[src/rtl/lsu_arbiter_if.sv]
// Request/memory bundle for lsu_arbiter: fetch and execute requesters plus the shared memory port.
interface lsu_arbiter_if #(
    parameter int unsigned AW = 32,
    parameter int unsigned DW = 32
);
    logic              i_f_req;
    logic [AW-1:0]     i_f_addr;
    logic              o_f_ack;

    logic              i_e_req;
    logic              i_e_we;
    logic [AW-1:0]     i_e_addr;
    logic [DW/8-1:0]   i_e_byte_en;
    logic [DW-1:0]     i_e_wdata;
    logic              o_e_ack;

    logic [DW-1:0]     o_rdata;
    logic              o_wait;

    logic              o_m_req;
    logic              o_m_we;
    logic [AW-1:0]     o_m_addr;
    logic [DW/8-1:0]   o_m_byte_en;
    logic [DW-1:0]     o_m_wdata;
    logic [DW-1:0]     i_m_rdata;
    logic              i_m_ack;

    // Arbiter side
    modport slave (
        input  i_f_req, i_f_addr,
        input  i_e_req, i_e_we, i_e_addr, i_e_byte_en, i_e_wdata,
        input  i_m_rdata, i_m_ack,
        output o_f_ack, o_e_ack, o_rdata, o_wait,
        output o_m_req, o_m_we, o_m_addr, o_m_byte_en, o_m_wdata
    );

    // Requester/memory model side
    modport master (
        output i_f_req, i_f_addr,
        output i_e_req, i_e_we, i_e_addr, i_e_byte_en, i_e_wdata,
        output i_m_rdata, i_m_ack,
        input  o_f_ack, o_e_ack, o_rdata, o_wait,
        input  o_m_req, o_m_we, o_m_addr, o_m_byte_en, o_m_wdata
    );
endinterface

[src/rtl/lsu_arbiter.sv]
// Fetch/execute arbiter onto a single memory port, one outstanding transaction at a time.
// Define LSU_ARB_RR_EN for round-robin arbitration; default is execute-over-fetch priority.
module lsu_arbiter #(
    parameter int unsigned AW = 32,
    parameter int unsigned DW = 32
) (
    input  logic          i_clk,
    input  logic          i_rst,
    input  logic          i_clk_en,
    lsu_arbiter_if.slave  bus
);
    localparam int unsigned BW = DW / 8;

    typedef enum logic [1:0] {
        IDLE   = 2'd0,
        BUSY_F = 2'd1,
        BUSY_E = 2'd2
    } state_e;

    state_e          state_q;
    logic            m_req_q;
    logic            m_we_q;
    logic [AW-1:0]   m_addr_q;
    logic [BW-1:0]   m_be_q;
    logic [DW-1:0]   m_wdata_q;
    logic [DW-1:0]   rdata_q;
    logic            f_ack_q;
    logic            e_ack_q;
    logic            grant_e;

`ifdef LSU_ARB_RR_EN
    logic            last_e_q;
    // On a tie the requester that did not win last time gets the port
    assign grant_e = bus.i_e_req && !(bus.i_f_req && last_e_q);
`else
    assign grant_e = bus.i_e_req;
`endif

    always_ff @(posedge i_clk) begin
        if (i_rst) begin
            state_q   <= IDLE;
            m_req_q   <= 1'b0;
            m_we_q    <= 1'b0;
            m_addr_q  <= '0;
            m_be_q    <= '0;
            m_wdata_q <= '0;
            rdata_q   <= '0;
            f_ack_q   <= 1'b0;
            e_ack_q   <= 1'b0;
`ifdef LSU_ARB_RR_EN
            last_e_q  <= 1'b0;
`endif
        end else if (i_clk_en) begin
            f_ack_q <= 1'b0;
            e_ack_q <= 1'b0;
            case (state_q)
                IDLE: begin
                    if (grant_e) begin
                        state_q   <= BUSY_E;
                        m_req_q   <= 1'b1;
                        m_we_q    <= bus.i_e_we;
                        m_addr_q  <= bus.i_e_addr;
                        m_be_q    <= bus.i_e_byte_en;
                        m_wdata_q <= bus.i_e_wdata;
`ifdef LSU_ARB_RR_EN
                        last_e_q  <= 1'b1;
`endif
                    end else if (bus.i_f_req) begin
                        state_q   <= BUSY_F;
                        m_req_q   <= 1'b1;
                        m_we_q    <= 1'b0;
                        m_addr_q  <= bus.i_f_addr;
                        m_be_q    <= '1;
                        m_wdata_q <= '0;
`ifdef LSU_ARB_RR_EN
                        last_e_q  <= 1'b0;
`endif
                    end
                end
                BUSY_F, BUSY_E: begin
                    if (bus.i_m_ack) begin
                        state_q <= IDLE;
                        m_req_q <= 1'b0;
                        if (!m_we_q) begin
                            rdata_q <= bus.i_m_rdata;
                        end
                        f_ack_q <= (state_q == BUSY_F);
                        e_ack_q <= (state_q == BUSY_E);
                    end
                end
                default: begin
                    state_q <= IDLE;
                    m_req_q <= 1'b0;
                end
            endcase
        end
    end

    assign bus.o_f_ack     = f_ack_q;
    assign bus.o_e_ack     = e_ack_q;
    assign bus.o_rdata     = rdata_q;
    assign bus.o_wait      = bus.i_e_req && !e_ack_q;
    assign bus.o_m_req     = m_req_q;
    assign bus.o_m_we      = m_we_q;
    assign bus.o_m_addr    = m_addr_q;
    assign bus.o_m_byte_en = m_be_q;
    assign bus.o_m_wdata   = m_wdata_q;
endmodule

[src/flat_wrapper.sv]
// flat-port wrapper written by rule: the top's interface ports become plain ports
module lsu_arbiter_flat 
#(
    parameter int unsigned AW = 32,
    parameter int unsigned DW = 32
)
  (i_clk, i_rst, i_clk_en, bus_i_f_req, bus_i_f_addr, bus_i_e_req, bus_i_e_we, bus_i_e_addr, bus_i_e_byte_en, bus_i_e_wdata, bus_i_m_rdata, bus_i_m_ack, bus_o_f_ack, bus_o_e_ack, bus_o_rdata, bus_o_wait, bus_o_m_req, bus_o_m_we, bus_o_m_addr, bus_o_m_byte_en, bus_o_m_wdata);
  lsu_arbiter_if #(.AW(AW), .DW(DW)) bus_i ();
  input  logic i_clk;
  input  logic i_rst;
  input  logic i_clk_en;
  input wire logic [$bits(bus_i.i_f_req)-1:0] bus_i_f_req;
  input wire logic [$bits(bus_i.i_f_addr)-1:0] bus_i_f_addr;
  input wire logic [$bits(bus_i.i_e_req)-1:0] bus_i_e_req;
  input wire logic [$bits(bus_i.i_e_we)-1:0] bus_i_e_we;
  input wire logic [$bits(bus_i.i_e_addr)-1:0] bus_i_e_addr;
  input wire logic [$bits(bus_i.i_e_byte_en)-1:0] bus_i_e_byte_en;
  input wire logic [$bits(bus_i.i_e_wdata)-1:0] bus_i_e_wdata;
  input wire logic [$bits(bus_i.i_m_rdata)-1:0] bus_i_m_rdata;
  input wire logic [$bits(bus_i.i_m_ack)-1:0] bus_i_m_ack;
  output wire logic [$bits(bus_i.o_f_ack)-1:0] bus_o_f_ack;
  output wire logic [$bits(bus_i.o_e_ack)-1:0] bus_o_e_ack;
  output wire logic [$bits(bus_i.o_rdata)-1:0] bus_o_rdata;
  output wire logic [$bits(bus_i.o_wait)-1:0] bus_o_wait;
  output wire logic [$bits(bus_i.o_m_req)-1:0] bus_o_m_req;
  output wire logic [$bits(bus_i.o_m_we)-1:0] bus_o_m_we;
  output wire logic [$bits(bus_i.o_m_addr)-1:0] bus_o_m_addr;
  output wire logic [$bits(bus_i.o_m_byte_en)-1:0] bus_o_m_byte_en;
  output wire logic [$bits(bus_i.o_m_wdata)-1:0] bus_o_m_wdata;
  assign bus_i.i_f_req = bus_i_f_req;
  assign bus_i.i_f_addr = bus_i_f_addr;
  assign bus_i.i_e_req = bus_i_e_req;
  assign bus_i.i_e_we = bus_i_e_we;
  assign bus_i.i_e_addr = bus_i_e_addr;
  assign bus_i.i_e_byte_en = bus_i_e_byte_en;
  assign bus_i.i_e_wdata = bus_i_e_wdata;
  assign bus_i.i_m_rdata = bus_i_m_rdata;
  assign bus_i.i_m_ack = bus_i_m_ack;
  assign bus_o_f_ack = bus_i.o_f_ack;
  assign bus_o_e_ack = bus_i.o_e_ack;
  assign bus_o_rdata = bus_i.o_rdata;
  assign bus_o_wait = bus_i.o_wait;
  assign bus_o_m_req = bus_i.o_m_req;
  assign bus_o_m_we = bus_i.o_m_we;
  assign bus_o_m_addr = bus_i.o_m_addr;
  assign bus_o_m_byte_en = bus_i.o_m_byte_en;
  assign bus_o_m_wdata = bus_i.o_m_wdata;
  lsu_arbiter #(.AW(AW), .DW(DW)) u_core (.i_clk(i_clk), .i_rst(i_rst), .i_clk_en(i_clk_en), .bus(bus_i));
endmodule
[config.mk]
export PLATFORM = sky130hd
export DESIGN_NAME = lsu_arbiter_flat
export DESIGN_NICKNAME = d
export VERILOG_FILES = /design/src/rtl/lsu_arbiter_if.sv /design/src/rtl/lsu_arbiter.sv /design/src/flat_wrapper.sv
export SDC_FILE = /design/constraint.sdc
export NUM_CORES = 1
export LEC_CHECK = 0
export BUFFER_PORTS_ARGS = -buffer_cell sky130_fd_sc_hd__buf_2
export CAP_MARGIN = 10
export CORE_MARGIN = 4
export CORE_UTILIZATION = 48
export CTS_CLUSTER_DIAMETER = 120
export DETAILED_ROUTE_END_ITERATION = 8
export PLACE_DENSITY = 0.95
export SYNTH_ARGS = -nofsm -noshare
export SYNTH_HDL_FRONTEND = slang
export SYNTH_SLANG_ARGS = --single-unit
[constraint.sdc]
create_clock -name i_clk -period 3.28 [get_ports i_clk]
set_clock_uncertainty 0.1 [all_clocks]
set_input_delay 0.328 -clock i_clk [delete_from_list [all_inputs] [get_ports i_clk]]
set_output_delay 0.328 -clock i_clk [all_outputs]
set_load 0.01 [all_outputs]
==> out/qor.yml, run 1 <==
outcome:
  status: "finished, final reports clean"
cells_and_area:
  layout_common_cells: "buf_2 (242), dfxtp_1 (106), nand2_1 (66), nor2_1 (39), a21oi_1 (34)"
  nets: 802
  syn2layout_area_growth_pct: 30.38
  diodes: 0
  finalNonFillerCells: 772
  final_common_cell: "buf_2"
  final_util_pct: 64.82
  drive_gt1_share_pct: 50.60
  fin_area_sq_mm: 0.005708
route:
  dr.pass1.iters: 4
  wl_um: 11590
  drtIter0Drc: 98
  ant_nets: 0
  wire_per_inst_um: 15.01
  vias_per_cell: 5.171
  routed-via-count: 3992
  drc: 0
critical_path:
  crit_path_max_incr_delay_ns: 0.92
  crit_arrival_ns: 2.41
  path_class: "flip-flop to flip-flop"
  path_cells: "inv_1, ha_1, and4b_1, nand2_1, a21oi_1"
  slowest_stage: "and4b_1"
  start_kind: "flip-flop"
  crit_fanout: 32
  crit_required_ns: 3.46
  cp-end-kind: "flip-flop"
synth:
  ys_types: 32
  syn_inst: 440
  syn_area_sq_mm: 0.004378
  avgSynthCellArea_sq_um: 9.950
  synthTopCellsByArea: "dfxtp_1 (48%), a22oi_2 (8.6%), mux2i_1 (7.3%), nand2_1 (5.7%), nor2_2 (4.3%)"
  synthMuxAreaShare_pct: 7.316
  yosysTopAreaCellShare_pct: 48.47
  synthesis.nets: 582
  synth_top_area_cell: "dfxtp_1"
  ys_ff_latch: 106
  ys_warn_count: 0
  ys_seq_area_share_pct: 48.47
  synth_top_family_by_area: "compound AO/OA/AOI/OAI gates"
  synth_xor_area_share_pct: 0
  yosys.area_share.adder_pct: 0.8574
  yosys.area_share.simple_pct: 14.80
  synth_compound_area_share_pct: 21.69
global_route:
  grt_pass1_wl_um: 18910
  grt_max_degree: 65
  gr-total-overflow: 0
  grt_pass1_vias: 4073
  antenna_found_initial: 0
  grt_util_all_layers_pct: 20.91
floorplanning:
  die_w_um: 103.5
  die_height_um: 103.5
  rows: 34
  start_util_pct: 49.72
  core_sq_mm: 0.008806
  pin_count: 244
  die_area_sq_mm: 0.01071
power_and_ir_drop:
  switching_share_pct: 28.51
  p_int_uw: 1946
  sequentialPowerShare_pct: 51.8
  vdd_drop_max_mv: 0.2115
  p_sw_uw: 776.0
  combPwrFrac_pct: 18.6
  power.total_uw: 2722
  p_leak_uw: 0.002659
  p_per_area_mw_per_mm2: 476.9
  clkPwrFrac_pct: 29.6
timing:
  finalCriticalPeriod_ns: 2.225
  slew_headroom_pct: 28.61
  rsz0062_at_grt: "no"
  setup_viol: 0
  report.final.slew_viol_count: 0
  fmaxAchievable_mhz: 449.4
  fin_setup_tns_ns: 0
  period_share_pct: 67.84
  tightest_slew_ns: 1.070
  finalHoldViolCount: 0
cts:
  clock-sinks: 106
  clk_pin_slew_worst_paths_ns: 0.11
  ctsHtreeMaxLevel: 3
  cts_root_buffer: "clkbuf_8"
  hold_buffers: 0
  cts_buffers: 9
  cts_setup_buffers: 0
  cts_buffer_depth: 2
  tritoncts: "done"
  post_cts_resized: 0
  clk_latency_ns: 0.35
placement:
  port_buffers: 243
  place_inst: 757
  place_congestion: 0.7775
  dpl.hpwl_um: 8880
  placed_area_sq_mm: 0.005510
job:
  cap_violations: 0
min_path:
  hp-class: "primary input to flip-flop"
[per-layer routing]
layer | up-vias | wire, um | track usage [%]
li1 | 1964 | - | -
met1 | 1828 | 4422 | 23.17
met2 | 167 | 5977 | 37.80
met3 | 33 | 860 | 5.410
met4 | 0 | 330 | 8.927
met5 | - | 0 | 0
[power groups by stage]
stage                     registers, uW  logic (uW)  clock network, uW
after floorplan                    1470         282                  0
after global placement             1430         486                  0
after detailed placement           1440         510                  0
after CTS                          1410         510                829
after global routing               1420         554                887
final                              1410         505                807
[metrics by stage]
| step | worst slack [ns] | hold slack [ns] |
|---|---|---|
| after floorplan | 1.781 | 0.3625 |
| after global placement | 1.223 | 0.3399 |
| after detailed placement | 1.070 | 0.3461 |
| after CTS | 1.054 | 0.07446 |
| after global routing | 0.8318 | 0.09199 |
| final | 1.055 | 0.09226 |
[worst paths after layout]
| kind | startpoint | slack (ns) | cells past startpoint | to |
|---|---|---|---|---|
| max | u_core.state_q[1]$_SDFFE_PP0P_ | 1.06 | 5 | u_core.bus.o_rdata[24]$_SDFFE_PP0P_ |
| min | bus_i_e_wdata[11] | 0.09 | 3 | u_core.bus.o_m_wdata[11]$_SDFFE_PP0P_ |
| max reg2reg | u_core.state_q[1]$_SDFFE_PP0P_ | 1.06 | 5 | u_core.bus.o_rdata[24]$_SDFFE_PP0P_ |
| min reg2reg | u_core.bus.o_rdata[26]$_SDFFE_PP0P_ | 0.36 | 2 | u_core.bus.o_rdata[26]$_SDFFE_PP0P_ |
[final cells by class]
| class | count | area, sq um |
|---|---|---|
| multi-input combinational | 290 | 1966 |
| sequential | 106 | 2122 |
| fill | 727 | 3098 |
| clock inverter | 6 | 73.82 |
| tap | 108 | 135.1 |
| clock buffer | 9 | 123.9 |
| timing repair buffer | 248 | 1269 |
| inverter | 5 | 18.77 |
[flip-flops by register name (all words and copies together) (netlist names)]
signal	cells
u_core.bus.o_e_ack	1
u_core.bus.o_f_ack	1
u_core.bus.o_m_addr	32
u_core.bus.o_m_byte_en	4
u_core.bus.o_m_req	1
u_core.bus.o_m_wdata	32
u_core.bus.o_m_we	1
u_core.bus.o_rdata	32
u_core.state_q	2
[logic make-up (layout without fill, tap and decap cells)]
logic type      Yosys count  count (layout)
simple gates            145             145
compound gates          110             110
flops                   106             106
buf+inv                  44             268
mux                      32              32
fa+ha+maj                 3               3
[cell usage after synthesis (all sizes together)]
| master | n |
|---|---|
| a211oi | 32 |
| and2 | 1 |
| ha | 3 |
| nand2b | 2 |
| nand2 | 66 |
| nand4 | 1 |
| o22ai | 4 |
| buf | 33 |
| mux2i | 32 |
| nor2 | 69 |
| o211ai | 1 |
| a21oi | 34 |
| o211a | 1 |
| dfxtp | 106 |
| nand4b | 1 |
| a31oi | 1 |
| nor2b | 1 |
| and3 | 1 |
| nand3 | 2 |
| a311oi | 1 |
| a22oi | 33 |
| a32o | 2 |
| o311ai | 1 |
| clkbuf | 6 |
| and4b | 1 |
| inv | 5 |
[critical path, delay by kind of cell, from the launching register on]
family | cells | cell delay [ns]
adders and majority gates | 1 | 0.33
and+or+nand+nor | 2 | 1.08
DFF | 1 | 0.39
buffers and inverters | 1 | 0.08
AOI/OAI and AO/OA | 1 | 0.16
Note: power is estimated with default switching activity, not from simulation.
==> run 2: changes to the inputs <==
- ABC_AREA: unset -> 1
- CORE_UTILIZATION: 48 -> 44
- PLACE_DENSITY: 0.95 -> 0.91
- clock period: 3.28 -> 2.1 ns (I/O delays scaled with it)
==> out/qor.yml, run 2 <==
outcome:
  status: "finished, final reports clean"
floorplanning:
  rows: 35
  die_area_sq_mm: 0.01124
  die_w_um: 106.0
  start_util_pct: 45.54
  die_height_um: 106.0
  core_sq_mm: 0.009284
  pin_count: 244
power_and_ir_drop:
  vdd_drop_max_mv: 0.4044
  p_leak_uw: 0.003025
  p_per_area_mw_per_mm2: 711.8
  power.total_uw: 4330
timing:
  timing.final.ws_setup_ns: 0.1818
  slew_headroom_pct: 37.83
  fmaxAchievable_mhz: 521.3
  report.final.slew_viol_count: 0
  rsz0062_at_grt: "yes"
  finalHoldViolCount: 0
  period_share_pct: 91.34
  finalCriticalPeriod_ns: 1.918
  tightest_slew_ns: 0.9316
  setup_viol: 0
synth:
  ys_types: 17
  ys_warn_count: 0
  ys_seq_area_share_pct: 50.19
  synth_commonest_cells: "nand2_1 (204), dfxtp_1 (106), a21oi_1 (75)"
  yosysTopAreaCellShare_pct: 50.19
  syn_inst: 588
  ys_ff_latch: 106
  synth.most_common_cell: "nand2_1"
  synth_edf_count: 0
  ys_async_sr_fraction_pct: 0
  synth_flop_cell: "dfxtp_1"
  synthesis.nets: 730
  synth_top_area_cell: "dfxtp_1"
  avgSynthCellArea_sq_um: 7.190
  synthTopCellsByArea: "dfxtp_1 (50%), nand2_1 (18%), a21oi_1 (8.9%), nor2_1 (6.0%), o21ai_0 (4.3%)"
  syn_area_sq_mm: 0.004228
job:
  cap_violations: 0
route:
  drtIter0Drc: 338
  routed-via-count: 4770
  wire_per_inst_um: 13.57
  vias_per_cell: 4.852
  wl_um: 13340
  ant_nets: 0
  dr.pass1.iters: 5
  drc: 0
cts:
  tritoncts: "done"
  cts_buffer_depth: 2
  cts_root_buffer: "clkbuf_8"
  ctsHtreeMaxLevel: 3
  clk_pin_slew_worst_paths_ns: 0.11
  cts_setup_buffers: 0
  clock-sinks: 106
  clk_latency_ns: 0.34
  cts_buffers: 9
placement:
  placed_area_sq_mm: 0.005485
  dpl_worst_slack_ns: 0.1387
  place_congestion: 0.8082
  place_inst: 928
  dpl.hpwl_um: 9140
  port_buffers: 243
cells_and_area:
  final_util_pct: 65.53
  finalNonFillerCells: 983
  nets: 991
  fillCellCount: 837
  fin_area_sq_mm: 0.006083
  syn2layout_area_growth_pct: 43.89
  final_common_cell: "buf_2"
  diodes: 0
  layout_common_cells: "buf_2 (243), nand2_1 (204), dfxtp_1 (106), a21oi_1 (75), nor2_1 (67)"
  drive_gt1_share_pct: 32.20
critical_path:
  start_kind: "flip-flop"
  cp-end-kind: "flip-flop"
  crit_arrival_ns: 2.05
  crit_fanout: 32
  path_class: "flip-flop to flip-flop"
  crit_required_ns: 2.23
global_route:
  grt_util_all_layers_pct: 22.88
  grt_pass1_wl_um: 21120
  antenna_found_initial: 0
  grt_max_degree: 69
  gr-total-overflow: 0
  grt_pass1_vias: 4490
min_path:
  hp-class: "primary input to flip-flop"
[run 2: layout make-up]
| cell class | count | area, sq um | share of cell area (%) |
|---|---|---|---|
| tap | 129 | 161.4 | 2.653 |
| clock inverter | 6 | 73.82 | 1.213 |
| clock buffer | 10 | 127.6 | 2.098 |
| inverter | 14 | 56.30 | 0.9255 |
| timing repair buffer | 292 | 1707 | 28.05 |
| sequential | 106 | 2122 | 34.88 |
| multi-input combinational | 426 | 1836 | 30.17 |
[run 2: where the power goes]
part	total (uW)	internal (uW)	switching, uW	leakage, uW
Sequential	2200	2130	62.4	0.000864
Clock	1280	569	713	0.000101
Combinational	852	374	478	0.00206
Total	4330	3080	1250	0.00302
[run 2: stage by stage]
stage	hold WS [ns]	TNS, ns
6_report	0.01420	0
5_1_grt	0.005042	-0.01710
4_1_cts	0.00009523	0
3_5_place_dp	0.3401	0
3_3_place_gp	0.3358	0
2_1_floorplan	0.2574	0
[run 2: cells by family (layout without fill, tap and decap cells)]
| family | Yosys count | after routing | share of synthesized area (%) |
|---|---|---|---|
| AND/OR/NAND/NOR | 310 | 310 | 29.09 |
| AO/OA/AOI/OAI | 113 | 113 | 13.38 |
| flip-flops | 106 | 106 | 50.19 |
| buffers and inverters | 56 | 322 | 6.451 |
| adder cells (fa/ha/maj) | 3 | 3 | 0.8879 |
[run 2: routing by layer]
metal	up-vias	GRT usage [%]	wire length [um]
li1	2391	-	-
met1	2137	26.63	5330
met2	206	40.21	6582
met3	36	5.829	1013
met4	0	8.973	414
met5	-	0	0
[run 2: critical path, cell delays in order, from the launching register on]
cell	delay, ns
dfxtp_1	0.37
inv_1	0.07
ha_1	0.30
nand2_1	0.08
inv_1	0.04
nand2_1	0.11
clkinvlp_4	0.44
nor2_1	0.24
nor2_1	0.06
[run 2: timing repair]
| item | in CTS | in global routing |
|---|---|---|
| hold endpoints to repair | 36 | 3 |
| resized for setup | 0 | 2 |
| endpoints found under the setup margin | 0 | 32 |
| hold buffers | 36 | 3 |
[run 2: final timing paths]
kind,end,from,depth (start not counted),slack (ns)
max,u_core.bus.o_rdata[13]$_SDFFE_PP0P_,u_core.state_q[1]$_SDFFE_PP0P_,8,0.18
min,u_core.bus.o_rdata[27]$_SDFFE_PP0P_,bus_i_m_rdata[27],3,0.01
max reg2reg,u_core.bus.o_rdata[13]$_SDFFE_PP0P_,u_core.state_q[1]$_SDFFE_PP0P_,8,0.18
min reg2reg,u_core.bus.o_m_byte_en[1]$_SDFFE_PP0P_,u_core.bus.o_m_byte_en[1]$_SDFFE_PP0P_,2,0.35
